==> src/rtl/cpu_pkg.sv <==
// Shared core definitions: fetch FSM encoding and default address constants.
package cpu_pkg;

    localparam int          DEF_XLEN     = 32;
    localparam logic [31:0] DEF_RESET_PC = 32'h0000_0000;
    localparam logic [31:0] DEF_TRAP_VEC = 32'h0000_0100;
    localparam int          PC_STEP      = 4;

    typedef enum logic [1:0] {
        BOOT,
        ISSUE,
        WAIT,
        FULL
    } fetch_state_t;

endpackage

==> src/rtl/fetch_sequencer.sv <==
// Instruction fetch sequencer: owns the PC, issues one imem request at a time and
// hands each instruction to decode through a single valid/ready slot.
module fetch_sequencer
    import cpu_pkg::*;
#(
    parameter int             XLEN     = DEF_XLEN,
    parameter logic [XLEN-1:0] RESET_PC = XLEN'(DEF_RESET_PC),
    parameter logic [XLEN-1:0] TRAP_VEC = XLEN'(DEF_TRAP_VEC)
) (
    input  logic            clk,
    input  logic            rst,
    output logic            imem_req,
    output logic [XLEN-1:0] imem_addr,
    input  logic            imem_ack,
    input  logic [XLEN-1:0] imem_rdata,
    output logic            if_valid,
    input  logic            if_ready,
    output logic [XLEN-1:0] if_pc,
    output logic [XLEN-1:0] if_instr,
    input  logic            redir_valid,
    input  logic [XLEN-1:0] redir_pc,
    input  logic            trap_valid,
    output logic [XLEN-1:0] pc_out
);

    fetch_state_t    state_q;
    logic [XLEN-1:0] pc_q;
    logic [XLEN-1:0] req_addr_q;
    logic            kill_q;
    logic [XLEN-1:0] if_pc_q;
    logic [XLEN-1:0] if_instr_q;

    logic            redirect;
    logic [XLEN-1:0] target_raw;
    logic [XLEN-1:0] target_d;

    // Trap outranks a simultaneous branch redirect; targets are word aligned.
    assign redirect   = trap_valid | redir_valid;
    assign target_raw = trap_valid ? TRAP_VEC : redir_pc;
    assign target_d   = {target_raw[XLEN-1:2], 2'b00};

    assign imem_req  = (state_q == ISSUE) || (state_q == WAIT);
    assign imem_addr = (state_q == ISSUE) ? pc_q : req_addr_q;
    assign if_valid  = (state_q == FULL);
    assign if_pc     = if_pc_q;
    assign if_instr  = if_instr_q;
    assign pc_out    = pc_q;

    always_ff @(posedge clk or negedge rst) begin
        if (!rst) begin
            state_q    <= BOOT;
            pc_q       <= RESET_PC;
            req_addr_q <= '0;
            kill_q     <= 1'b0;
            if_pc_q    <= '0;
            if_instr_q <= '0;
        end else begin
            case (state_q)
                BOOT: begin
                    state_q <= ISSUE;
                    if (redirect) pc_q <= target_d;
                end
                ISSUE: begin
                    req_addr_q <= pc_q;
                    if (imem_ack) begin
                        if (redirect) begin
                            pc_q    <= target_d;
                            state_q <= ISSUE;
                        end else begin
                            if_instr_q <= imem_rdata;
                            if_pc_q    <= pc_q;
                            pc_q       <= pc_q + XLEN'(PC_STEP);
                            state_q    <= FULL;
                        end
                    end else begin
                        // Request stays on the bus; a redirect now only marks it stale.
                        if (redirect) begin
                            kill_q <= 1'b1;
                            pc_q   <= target_d;
                        end
                        state_q <= WAIT;
                    end
                end
                WAIT: begin
                    if (imem_ack) begin
                        if (kill_q || redirect) begin
                            kill_q  <= 1'b0;
                            if (redirect) pc_q <= target_d;
                            state_q <= ISSUE;
                        end else begin
                            if_instr_q <= imem_rdata;
                            if_pc_q    <= req_addr_q;
                            pc_q       <= req_addr_q + XLEN'(PC_STEP);
                            state_q    <= FULL;
                        end
                    end else if (redirect) begin
                        kill_q <= 1'b1;
                        pc_q   <= target_d;
                    end
                end
                FULL: begin
                    if (redirect) begin
                        pc_q    <= target_d;
                        state_q <= ISSUE;
                    end else if (if_ready) begin
                        state_q <= ISSUE;
                    end
                end
                default: state_q <= BOOT;
            endcase
        end
    end

endmodule

==> config.mk <==
export PLATFORM = sky130hd
export DESIGN_NAME = fetch_sequencer
export DESIGN_NICKNAME = d
export VERILOG_FILES = /design/src/rtl/cpu_pkg.sv /design/src/rtl/fetch_sequencer.sv
export SDC_FILE = /design/constraint.sdc
export NUM_CORES = 1
export LEC_CHECK = 0
export CAP_MARGIN = 20
export CORE_ASPECT_RATIO = 0.5
export CORE_UTILIZATION = 49
export DETAILED_ROUTE_END_ITERATION = 10
export DONT_BUFFER_PORTS = 1
export HOLD_SLACK_MARGIN = 0.05
export PLACE_DENSITY_LB_ADDON = 0.1
export RECOVER_POWER = 100
export SETUP_SLACK_MARGIN = 0.1
export SYNTH_ARGS = -nofsm -noshare
export SYNTH_HDL_FRONTEND = slang
export SYNTH_SLANG_ARGS = --single-unit
==> constraint.sdc <==
create_clock -name clk -period 4 [get_ports clk]
set_input_delay 0.6 -clock clk [delete_from_list [all_inputs] [get_ports clk]]
set_output_delay 0.6 -clock clk [all_outputs]
set_load 0.03 [all_outputs]
==> impl_metrics.py, run 1 <==
metrics = {
    "worst_setup_path": {
        "rr_startpoint": "state_q[0]",
        "required_ps": 4340,
        "cp_max_fo": 23,
        "critical_path.cell_chain": "inv_1, ha_1, nand2_1, nor2_1, a21oi_1, o221ai_1",
        "reg2reg_depth": 6,
        "slowest_stage": "ha_1",
        "start_kind": "register",
        "slowest_delay_ps": 1030,
        "end_kind": "register",
        "startpoint": "state_q[0]",
        "crit_arrival_ps": 3670,
        "path_class": "register to register",
    },
    "cells_and_area": {
        "final_nets": 888,
        "mostFrequentLayoutCells": "131 x dfrtp_1, 100 x nand2_1, 63 x o21ai_0",
        "final_cells": 1047,
        "syn2layout_area_growth_pct": 7.302,
        "mostFrequentLayoutCell": "dfrtp_1",
        "stdcell_area_sq_um": 8623,
        "num_antenna_cells": 0,
        "drive_gt1_share_pct": 10.65,
    },
    "route": {
        "ant_nets": 0,
        "drt_pre_antenna_iters": 5,
        "routedWlPerCell_um": 23.09,
        "wl_met1_um": 11040,
        "drc": 0,
        "route.met3.wl_um": 2499,
        "drt_iter0_markers": 680,
        "vias_per_cell": 6.420,
        "top_layer_used": "met4",
        "route.met2.wl_um": 10260,
        "dr_total_vias": 6722,
        "wl_um": 24180,
    },
    "yosys": {
        "synthTopCellsByArea": "dfrtp_1 41%, mux2_2 9.7%, mux2i_1 6.6%",
        "synth_edf_count": 0,
        "synth.cell_area_sq_um": 8036,
        "synth_ff_type": "dfrtp_1",
        "syn_area_per_cell_sq_um": 9.323,
        "synth_seq_area_share_pct": 40.79,
        "synth_top_area_share_pct": 40.79,
        "synth_nets": 937,
        "ys_ff_latch": 131,
        "yosysUniqueCellTypes": 64,
        "yosysTopAreaCell": "dfrtp_1",
        "ys_async_sr_fraction_pct": 100.0,
        "yosysWarnings": 0,
        "postSynthCellCount": 862,
    },
    "pwr": {
        "internal_power_mw": 3.483,
        "swShare_pct": 50.79,
        "pwr-share-seq_pct": 47.8,
        "p_leak_nw": 3.415,
        "power_density_nw_per_um2": 820.7,
        "switching_power_mw": 3.594,
        "combPwrFrac_pct": 31.4,
        "vdd_drop_max_mv": 0.4760,
        "clockPowerShare_pct": 20.8,
    },
    "worst_hold_path": {
        "hold_class": "primary input to register",
        "hold_depth": 1,
        "holdCritStartpoint": "imem_ack",
    },
    "floorplan": {
        "dieArea_sq_um": 16950,
        "core_sq_um": 15700,
        "rows": 32,
        "start_util_pct": 51.20,
        "die_h_um": 92.56,
        "pin_count": 200,
        "die_w_um": 183.1,
    },
    "clocking": {
        "cts_tree": "built",
        "cts_buffers": 17,
        "root_buffer": "clkbuf_16",
        "cts_max_level": 4,
        "cts_setup_buffers": 0,
        "clk_pin_slew_ps": 70,
        "clock_latency_ps": 430,
        "clkSinkCount": 131,
        "clk_path_buf_depth": 2,
    },
    "sta": {
        "tightestPinTransition_ps": 3004,
        "finalCriticalPeriod_ps": 3334,
        "rsz0062_at_grt": "no",
        "timing.final.ws_setup_ps": 665.6,
        "fmax_ghz": 0.2999,
        "tns_ps": 0,
        "setup_violations": 0,
        "holdWs_ps": 255.6,
        "finalCritPeriodShare_pct": 83.36,
        "drv_slew": 132,
        "final-hold-violation-count": 0,
        "finClkSkew_ps": 11.58,
        "relSlewSlack_pct": -100.3,
    },
    "placed_design": {
        "dp_hpwl_um": 16160,
        "dp.cells": 1014,
        "pre_cts_ws_ps": 1252,
        "place_congestion": 0.8863,
        "placed_area_sq_um": 8085,
        "port_buffers": 0,
    },
    "flow_run": {
        "drv_cap": 1,
    },
    "global_route": {
        "grt_pass1_vias": 6398,
        "grt_usage_pct": 29.30,
        "antenna_found_initial": 0,
        "grt_max_degree": 132,
        "grt_pass1_wl_um": 37860,
        "grt_overflow": 0,
    },
    "outcome": {
        "status": "complete, but fails checks",
        "violations": "capacitance limit, slew limit",
    },
}
layer usage:
metal	vias to the layer above	global-route usage, %
met4	0	8.542
met3	44	8.966
li1	3075	-
met2	323	42.90
met1	3280	41.43
met5	-	0
layout make-up:
class                           count  area, sq um
Clock buffer                       21        470.5
Fill cell                        1441         7072
Inverter                           15        56.30
Multi-Input combinational cell    639         4393
Timing Repair Buffer                9        71.32
Tap cell                          221        276.5
Clock inverter                     11        77.57
Sequential cell                   131         3278
flip-flops by register name, indices dropped and copies added, names as in the netlist:
register and cells:
if_instr 32, if_pc 32, kill_q 1, pc_out 32, req_addr_q 32, state_q 2
worst max-delay path, delay by kind of cell (launching register included):
kind                       cells  cell delay, ps
DFF                            1             420
AOI/OAI and AO/OA              2             280
buffers and inverters          1              70
adders and majority gates      1            1030
and+or+nand+nor                2            1450
worst paths after layout:
path | endpoint | slack (ps)
worst min-delay path | kill_q | 260
max in group asynchronous | if_pc[25] | 1090
worst max register to register | pc_out[30] | 670
worst min register to register | pc_out[1] | 560
min in group asynchronous | pc_out[11] | 1180
worst max-delay path | pc_out[30] | 670
cell families (layout without fill, tap and decap cells):
group,Yosys count,count (layout),synth area share (%)
muxes,122,122,16.27
adders and majority gates,5,5,0.7785
xor gates and xnor gates,33,33,3.596
and+or+nand+nor,280,280,17.52
AOI/OAI and AO/OA,199,199,16.41
buffers and inverters,92,56,4.639
DFF,131,131,40.79
per-stage QoR:
step | total power, mW | util [%]
5_1_grt | 7.457 | 54.94
6_report | 7.077 | 54.94
4_1_cts | 7.147 | 55.18
3_5_place_dp | 5.634 | 51.51
3_3_place_gp | 5.591 | 51.51
2_1_floorplan | 5.021 | -
power groups by stage:
stage          sequential [mW]  clock [mW]  combinational [mW]
2_1_floorplan             3.06           0                1.96
6_report                  3.38        1.47                2.22
3_5_place_dp              3.40           0                2.24
5_1_grt                   3.49        1.55                2.41
4_1_cts                   3.38        1.49                2.27
3_3_place_gp              3.39           0                2.20
timing repair:
action	CTS	global route
endpoints found under the hold margin	131	0
setup endpoints to repair	0	0
gates resized for setup	0	0
hold buffers	1	0
synth_stat cells (all sizes together), types with 4 or more instances:
master / number
nand3: 28
nor3: 24
nand2b: 17
xnor2: 19
o22ai: 5
o221ai: 8
mux2: 69
a31oi: 5
nor2: 34
a211oi: 5
mux2i: 53
buf: 26
xor2: 14
and3: 6
nand2: 100
a21o: 4
dfrtp: 131
a21oi: 31
inv: 14
or3: 5
clkbuf: 51
a211o: 5
and4: 6
nor2b: 5
ha: 5
a221oi: 4
nand4: 18
o211ai: 8
nor4: 18
a22o: 4
nor3b: 4
o31a: 11
a22oi: 14
or4: 6
o31ai: 10
o21ai: 64
No activity file was read; power rests on OpenSTA's default activity.
==> inputs of run 2 (changes only) <==
Settings changed: ABC_AREA set to 1.
Clock period 4 ns to 3 ns, I/O delays scaled along.
==> run 2 against run 1 <==
  * The flow finishes with violations (hold timing)
  * Clock skew shrank 2.2 ps
  * Non-clock buffer count increased by 35
  * Synthesized cell count rose by 46%
  * Via count up 27%
  * Sequential share of layout area decreased by 2.4 points
  * Cell count is 43% higher
  * Sequential cell count stayed put
  * Worst hold slack got worse by 540 ps
  * Clock power grew 43%
  * Design area increased by 6.6%
  * Clock-buffer cell count is 4 lower
  * Critical path type is now register to output port
==> impl_metrics.py, run 2 <==
metrics = {
    "placed_design": {
        "dp.cells": 1464,
        "dp_hpwl_um": 21800,
        "place_congestion": 0.9597,
        "port_buffers": 0,
    },
    "route": {
        "drt_iter0_markers": 817,
        "ant_nets": 0,
        "routedWlPerCell_um": 20.05,
        "dr_total_vias": 8518,
        "drc": 0,
        "wl_um": 30120,
        "drt_pre_antenna_iters": 5,
        "vias_per_cell": 5.671,
    },
    "worst_setup_path": {
        "path_class": "register to output port",
        "crit_arrival_ps": 2300,
        "end_kind": "output port",
        "start_kind": "register",
        "required_ps": 2550,
        "cp_max_fo": 53,
    },
    "global_route": {
        "grt_pass1_vias": 7673,
        "grt_max_degree": 132,
        "grt_overflow": 0,
        "grt_usage_pct": 34.59,
        "grt_pass1_wl_um": 45750,
        "antenna_found_initial": 0,
    },
    "cells_and_area": {
        "mostFrequentLayoutCell": "nand2_1",
        "final_cells": 1502,
        "final_nets": 1338,
        "multi_input_area_sq_um": 4393,
        "utilization_pct": 55.54,
        "drive_gt1_share_pct": 6.588,
        "syn2layout_area_growth_pct": 9.588,
        "nFillCells": 1659,
        "num_antenna_cells": 0,
        "ff_latch_area_sq_um": 3278,
        "mostFrequentLayoutCells": "458 x nand2_1, 147 x nor2_1, 131 x dfrtp_1",
    },
    "pwr": {
        "power_density_nw_per_um2": 1102,
        "clockPowerShare_pct": 20.7,
        "swShare_pct": 54.47,
        "switching_power_mw": 5.522,
        "vdd_drop_max_mv": 0.8009,
        "p_leak_nw": 3.971,
        "power.total_mw": 10.14,
        "pwr-share-seq_pct": 45.4,
        "combPwrFrac_pct": 33.9,
        "internal_power_mw": 4.615,
    },
    "sta": {
        "holdWs_ps": -286.5,
        "tns_ps": 0,
        "finalCritPeriodShare_pct": 91.63,
        "setup_violations": 0,
        "finClkSkew_ps": 9.344,
        "final-hold-violation-count": 131,
        "tightestPinTransition_ps": 1188,
        "relSlewSlack_pct": 19.98,
        "fmax_ghz": 0.3638,
        "rsz0062_at_grt": "no",
        "drv_slew": 0,
        "finalCriticalPeriod_ps": 2749,
    },
    "floorplan": {
        "rows": 33,
        "core_sq_um": 16560,
        "die_h_um": 94.53,
        "dieArea_sq_um": 17680,
        "die_w_um": 187.1,
        "pin_count": 200,
        "start_util_pct": 50.68,
    },
    "outcome": {
        "violations": "hold timing",
        "status": "complete, but fails checks",
    },
    "clocking": {
        "cts_max_level": 4,
        "cts_tree": "built",
        "root_buffer": "clkbuf_16",
        "cts_buffers": 17,
        "clkSinkCount": 131,
        "cts_resized": 0,
        "clk_pin_slew_ps": 60,
        "clock_latency_ps": 430,
        "cts_setup_buffers": 0,
        "clk_path_buf_depth": 2,
    },
    "yosys": {
        "synth_top_family_by_area": "simple AND/OR/NAND/NOR gates",
        "synthTopCellsByArea": "dfrtp_1 39%, nand2_1 20%, nor2_1 6.4%",
        "synth_seq_area_share_pct": 39.07,
        "synthXorXnorAreaFrac_pct": 1.566,
        "synth.cell_area_sq_um": 8391,
        "synth-simple-area-share_pct": 36.42,
        "synth_edf_count": 0,
        "synth_mux_area_share_pct": 0,
        "synthTopCellsByCount": "457 x nand2_1, 144 x nor2_1, 131 x dfrtp_1",
        "synth_top_area_share_pct": 39.07,
        "ys_async_sr_fraction_pct": 100.0,
        "synth_ff_type": "dfrtp_1",
        "synth-compound-area-share_pct": 13.72,
        "yosysUniqueCellTypes": 43,
        "synth_nets": 1334,
        "ys_ff_latch": 131,
        "yosysTopAreaCell": "dfrtp_1",
        "postSynthCellCount": 1259,
        "yosysWarnings": 0,
        "synthAdderAreaFrac_pct": 0.7456,
        "syn_area_per_cell_sq_um": 6.664,
        "synth.most_common_cell": "nand2_1",
    },
    "worst_hold_path": {
        "hold_class": "primary input to async pin",
    },
    "flow_run": {
        "drv_cap": 0,
    },
}
run 2: logic make-up after synthesis:
logic type               after synthesis
flip-flops                           131
AND/OR/NAND/NOR                      730
AO/OA/AOI/OAI                        208
buffers and inverters                170
XOR/XNOR                              15
adder cells (fa/ha/maj)                5
run 2: worst max-delay path, cell delays in order, from the launching register on:
cell	delay, ps
dfrtp_1	370
inv_1	70
ha_2	250
buf_12	210
o21ai_0	950
run 2: final timing paths:
kind                                start       endpoint  slack [ps]  cells after the start
max                            state_q[1]  imem_addr[11]         250                      4
min                                   rst     pc_out[26]        -290                      0
max reg2reg                    state_q[0]     pc_out[10]         380                      9
min reg2reg                        kill_q         kill_q         530                      2
max in group asynchronous             rst      if_pc[28]        3050                      0
min in group clk           imem_rdata[31]   if_instr[31]         130                      2
run 2: metrics by stage:
stage	instance area [sq um]	worst slack (ps)
2_1_floorplan	8391	637.7
3_5_place_dp	8685	673.8
6_report	9195	251.2
5_1_grt	9195	162.4
3_3_place_gp	8685	756.3
4_1_cts	9264	208.2
run 2: layout make-up:
cell class | instances | share of cell area (%)
multi-input cells | 958 | 47.78
clock inverters | 14 | 1.674
inverters | 111 | 4.531
clock buffers | 17 | 4.626
repair buffers | 44 | 2.653
well taps | 227 | 3.089
flip-flops and latches | 131 | 35.65
run 2: power by group through the flow:
stage | sequential (mW) | combinational [mW] | clock [mW]
finish | 4.60 | 3.44 | 2.10
global route | 4.69 | 3.76 | 2.19
CTS | 4.56 | 3.45 | 2.12
detailed placement | 4.60 | 3.44 | 0
global placement | 4.60 | 3.38 | 0
floorplan | 4.25 | 2.37 | 0
run 2: routing by layer:
layer | up-vias | global-route usage (%) | routed length [um]
li1 | 4058 | - | -
met5 | - | 0 | 0
met3 | 33 | 11.22 | 3668
met4 | 0 | 7.514 | 286
met2 | 477 | 46.28 | 11540
met1 | 3950 | 52.69 | 14620
==> inputs of run 3 (changes only) <==
Settings changed: BUFFER_PORTS_ARGS set to -buffer_cell sky130_fd_sc_hd__buf_4, CORE_UTILIZATION 49 to 59, DONT_BUFFER_PORTS 1 to not set.
Clock period 3 ns to 3.3 ns, I/O delays scaled along.
==> run 3 against run 2 <==
  * The flow finishes with violations (capacitance limit, slew limit)
  * Worst hold slack improved by 540 ps
  * Clock power is 4% lower
  * Global-route usage up 11 points
==> impl_metrics.py, run 3 (synthesis results as in run 2) <==
metrics = {
    "worst_setup_path": {
        "end_kind": "output port",
        "rr_startpoint": "state_q[0]",
        "crit_end": "imem_addr[13]",
        "path_class": "register to output port",
        "required_ps": 2800,
        "start_kind": "register",
        "path_depth": 6,
        "slowest_stage": "ha_2",
        "reg2reg_depth": 9,
        "startpoint": "state_q[1]",
        "slowest_delay_ps": 420,
        "r2r_end": "if_pc[6]",
        "crit_buf_inv": 3,
        "cp_max_fo": 29,
        "cp_top_family": "buffers and inverters",
        "critical_path.cell_chain": "inv_1, ha_2, buf_4, nand2_1, o21ai_0, clkbuf_1",
        "crit_arrival_ps": 2400,
        "rrSetupSlack_ps": 470,
    },
    "clocking": {
        "cts_setup_buffers": 0,
        "clock_latency_ps": 440,
        "clk_pin_slew_ps": 70,
        "cts_hold_buf": 0,
        "root_buffer": "clkbuf_16",
        "cts_resized": 0,
        "cts_buffers": 17,
        "cts_tree": "built",
        "clk_path_buf_depth": 2,
        "cts_max_level": 4,
        "clkSinkCount": 131,
    },
    "cells_and_area": {
        "mostFrequentLayoutCells": "458 x nand2_1, 146 x nor2_1, 133 x clkbuf_1",
        "syn2layout_area_growth_pct": 20.15,
        "drive_gt1_share_pct": 10.69,
        "final_cells": 1642,
        "num_antenna_cells": 0,
        "final_nets": 1512,
        "mostFrequentLayoutCell": "nand2_1",
        "utilization_pct": 73.58,
    },
    "route": {
        "routedWlPerCell_um": 20.28,
        "wl_met1_um": 12800,
        "vias_per_cell": 6.046,
        "route.met3.wl_um": 5801,
        "ant_nets": 0,
        "top_layer_used": "met4",
        "wl_um": 33300,
        "drt_iter0_markers": 1383,
        "drt_pre_antenna_iters": 9,
        "drc": 0,
        "dr_total_vias": 9928,
        "route.met2.wl_um": 13780,
    },
    "floorplan": {
        "core_sq_um": 13700,
        "rows": 30,
        "start_util_pct": 61.24,
        "die_w_um": 170.7,
        "dieArea_sq_um": 14730,
        "pin_count": 200,
        "die_h_um": 86.33,
    },
    "sta": {
        "drv_slew": 60,
        "relSlewSlack_pct": -12.52,
        "fmax_ghz": 0.3460,
        "finalCritPeriodShare_pct": 87.58,
        "finClkSkew_ps": 12.43,
        "setup_violations": 0,
        "tns_ps": 0,
        "final-hold-violation-count": 0,
        "tightestPinTransition_ps": 1688,
        "finalCriticalPeriod_ps": 2890,
        "rsz0062_at_grt": "no",
        "holdWs_ps": 256.1,
    },
    "outcome": {
        "status": "complete, but fails checks",
        "violations": "capacitance limit, slew limit",
    },
    "global_route": {
        "grt_pass1_wl_um": 49940,
        "grt_pass1_vias": 9126,
        "grt_overflow": 0,
        "grt_max_degree": 60,
        "antenna_found_initial": 0,
        "grt_usage_pct": 45.51,
    },
    "placed_design": {
        "place_congestion": 0.9828,
        "port_buffers": 197,
        "dp_hpwl_um": 23250,
        "dp.cells": 1610,
    },
    "pwr": {
        "vdd_drop_max_mv": 0.7501,
        "p_leak_nw": 4.430,
        "power_density_nw_per_um2": 987.9,
    },
    "worst_hold_path": {
        "hold_class": "primary input to register",
    },
    "flow_run": {
        "drv_cap": 1,
    },
}
[run 3: worst min path at each step]
stage	end	startpoint	cells past startpoint	slack [ps]
2_1_floorplan	if_instr[0]	rst	0	200
3_3_place_gp	if_instr[1]	if_instr[1]	2	460
3_5_place_dp	if_instr[12]	if_instr[12]	2	470
4_1_cts	state_q[0]	rst	1	190
5_1_grt	if_instr[19]	imem_rdata[19]	3	260
6_report	if_instr[6]	imem_rdata[6]	3	260
[run 3: per-layer routing]
layer / track usage [%] / vias to the layer above
met1: 61.03 / 4558
met4: 14.66 / 0
met2: 67.50 / 863
met3: 17.85 / 115
li1: - / 4392
met5: 0 / -
[run 3: power by group]
group / leakage (nW) / internal, mW / switching [mW]
clock network: 0.290 / 1.16 / 0.859
registers: 1.68 / 2.30 / 0.928
logic: 2.46 / 1.04 / 3.67
[run 3: tightest hold or removal path, stage by stage]
cell	delay, ps
buf_4	80
nand2_1	40
nand2_1	50
[run 3: through the flow]
stage | area [sq um] | setup slack (ps) | total power, mW
floorplan | 8391 | 892.7 | 6.018
global placement | 10000 | 883.9 | 8.118
detailed placement | 10000 | 812.0 | 8.275
CTS | 10610 | 588.2 | 10.35
global route | 10080 | 228.3 | 10.32
finish | 10080 | 409.7 | 9.959
[run 3: final cells by class]
class / count / area, sq um
inverter: 111 / 416.7
clock inverter: 14 / 168.9
sequential: 131 / 3278
tap: 192 / 240.2
timing repair buffer: 218 / 1142
fill: 1149 / 3620
clock buffer: 18 / 439.2
multi-input combinational: 958 / 4395
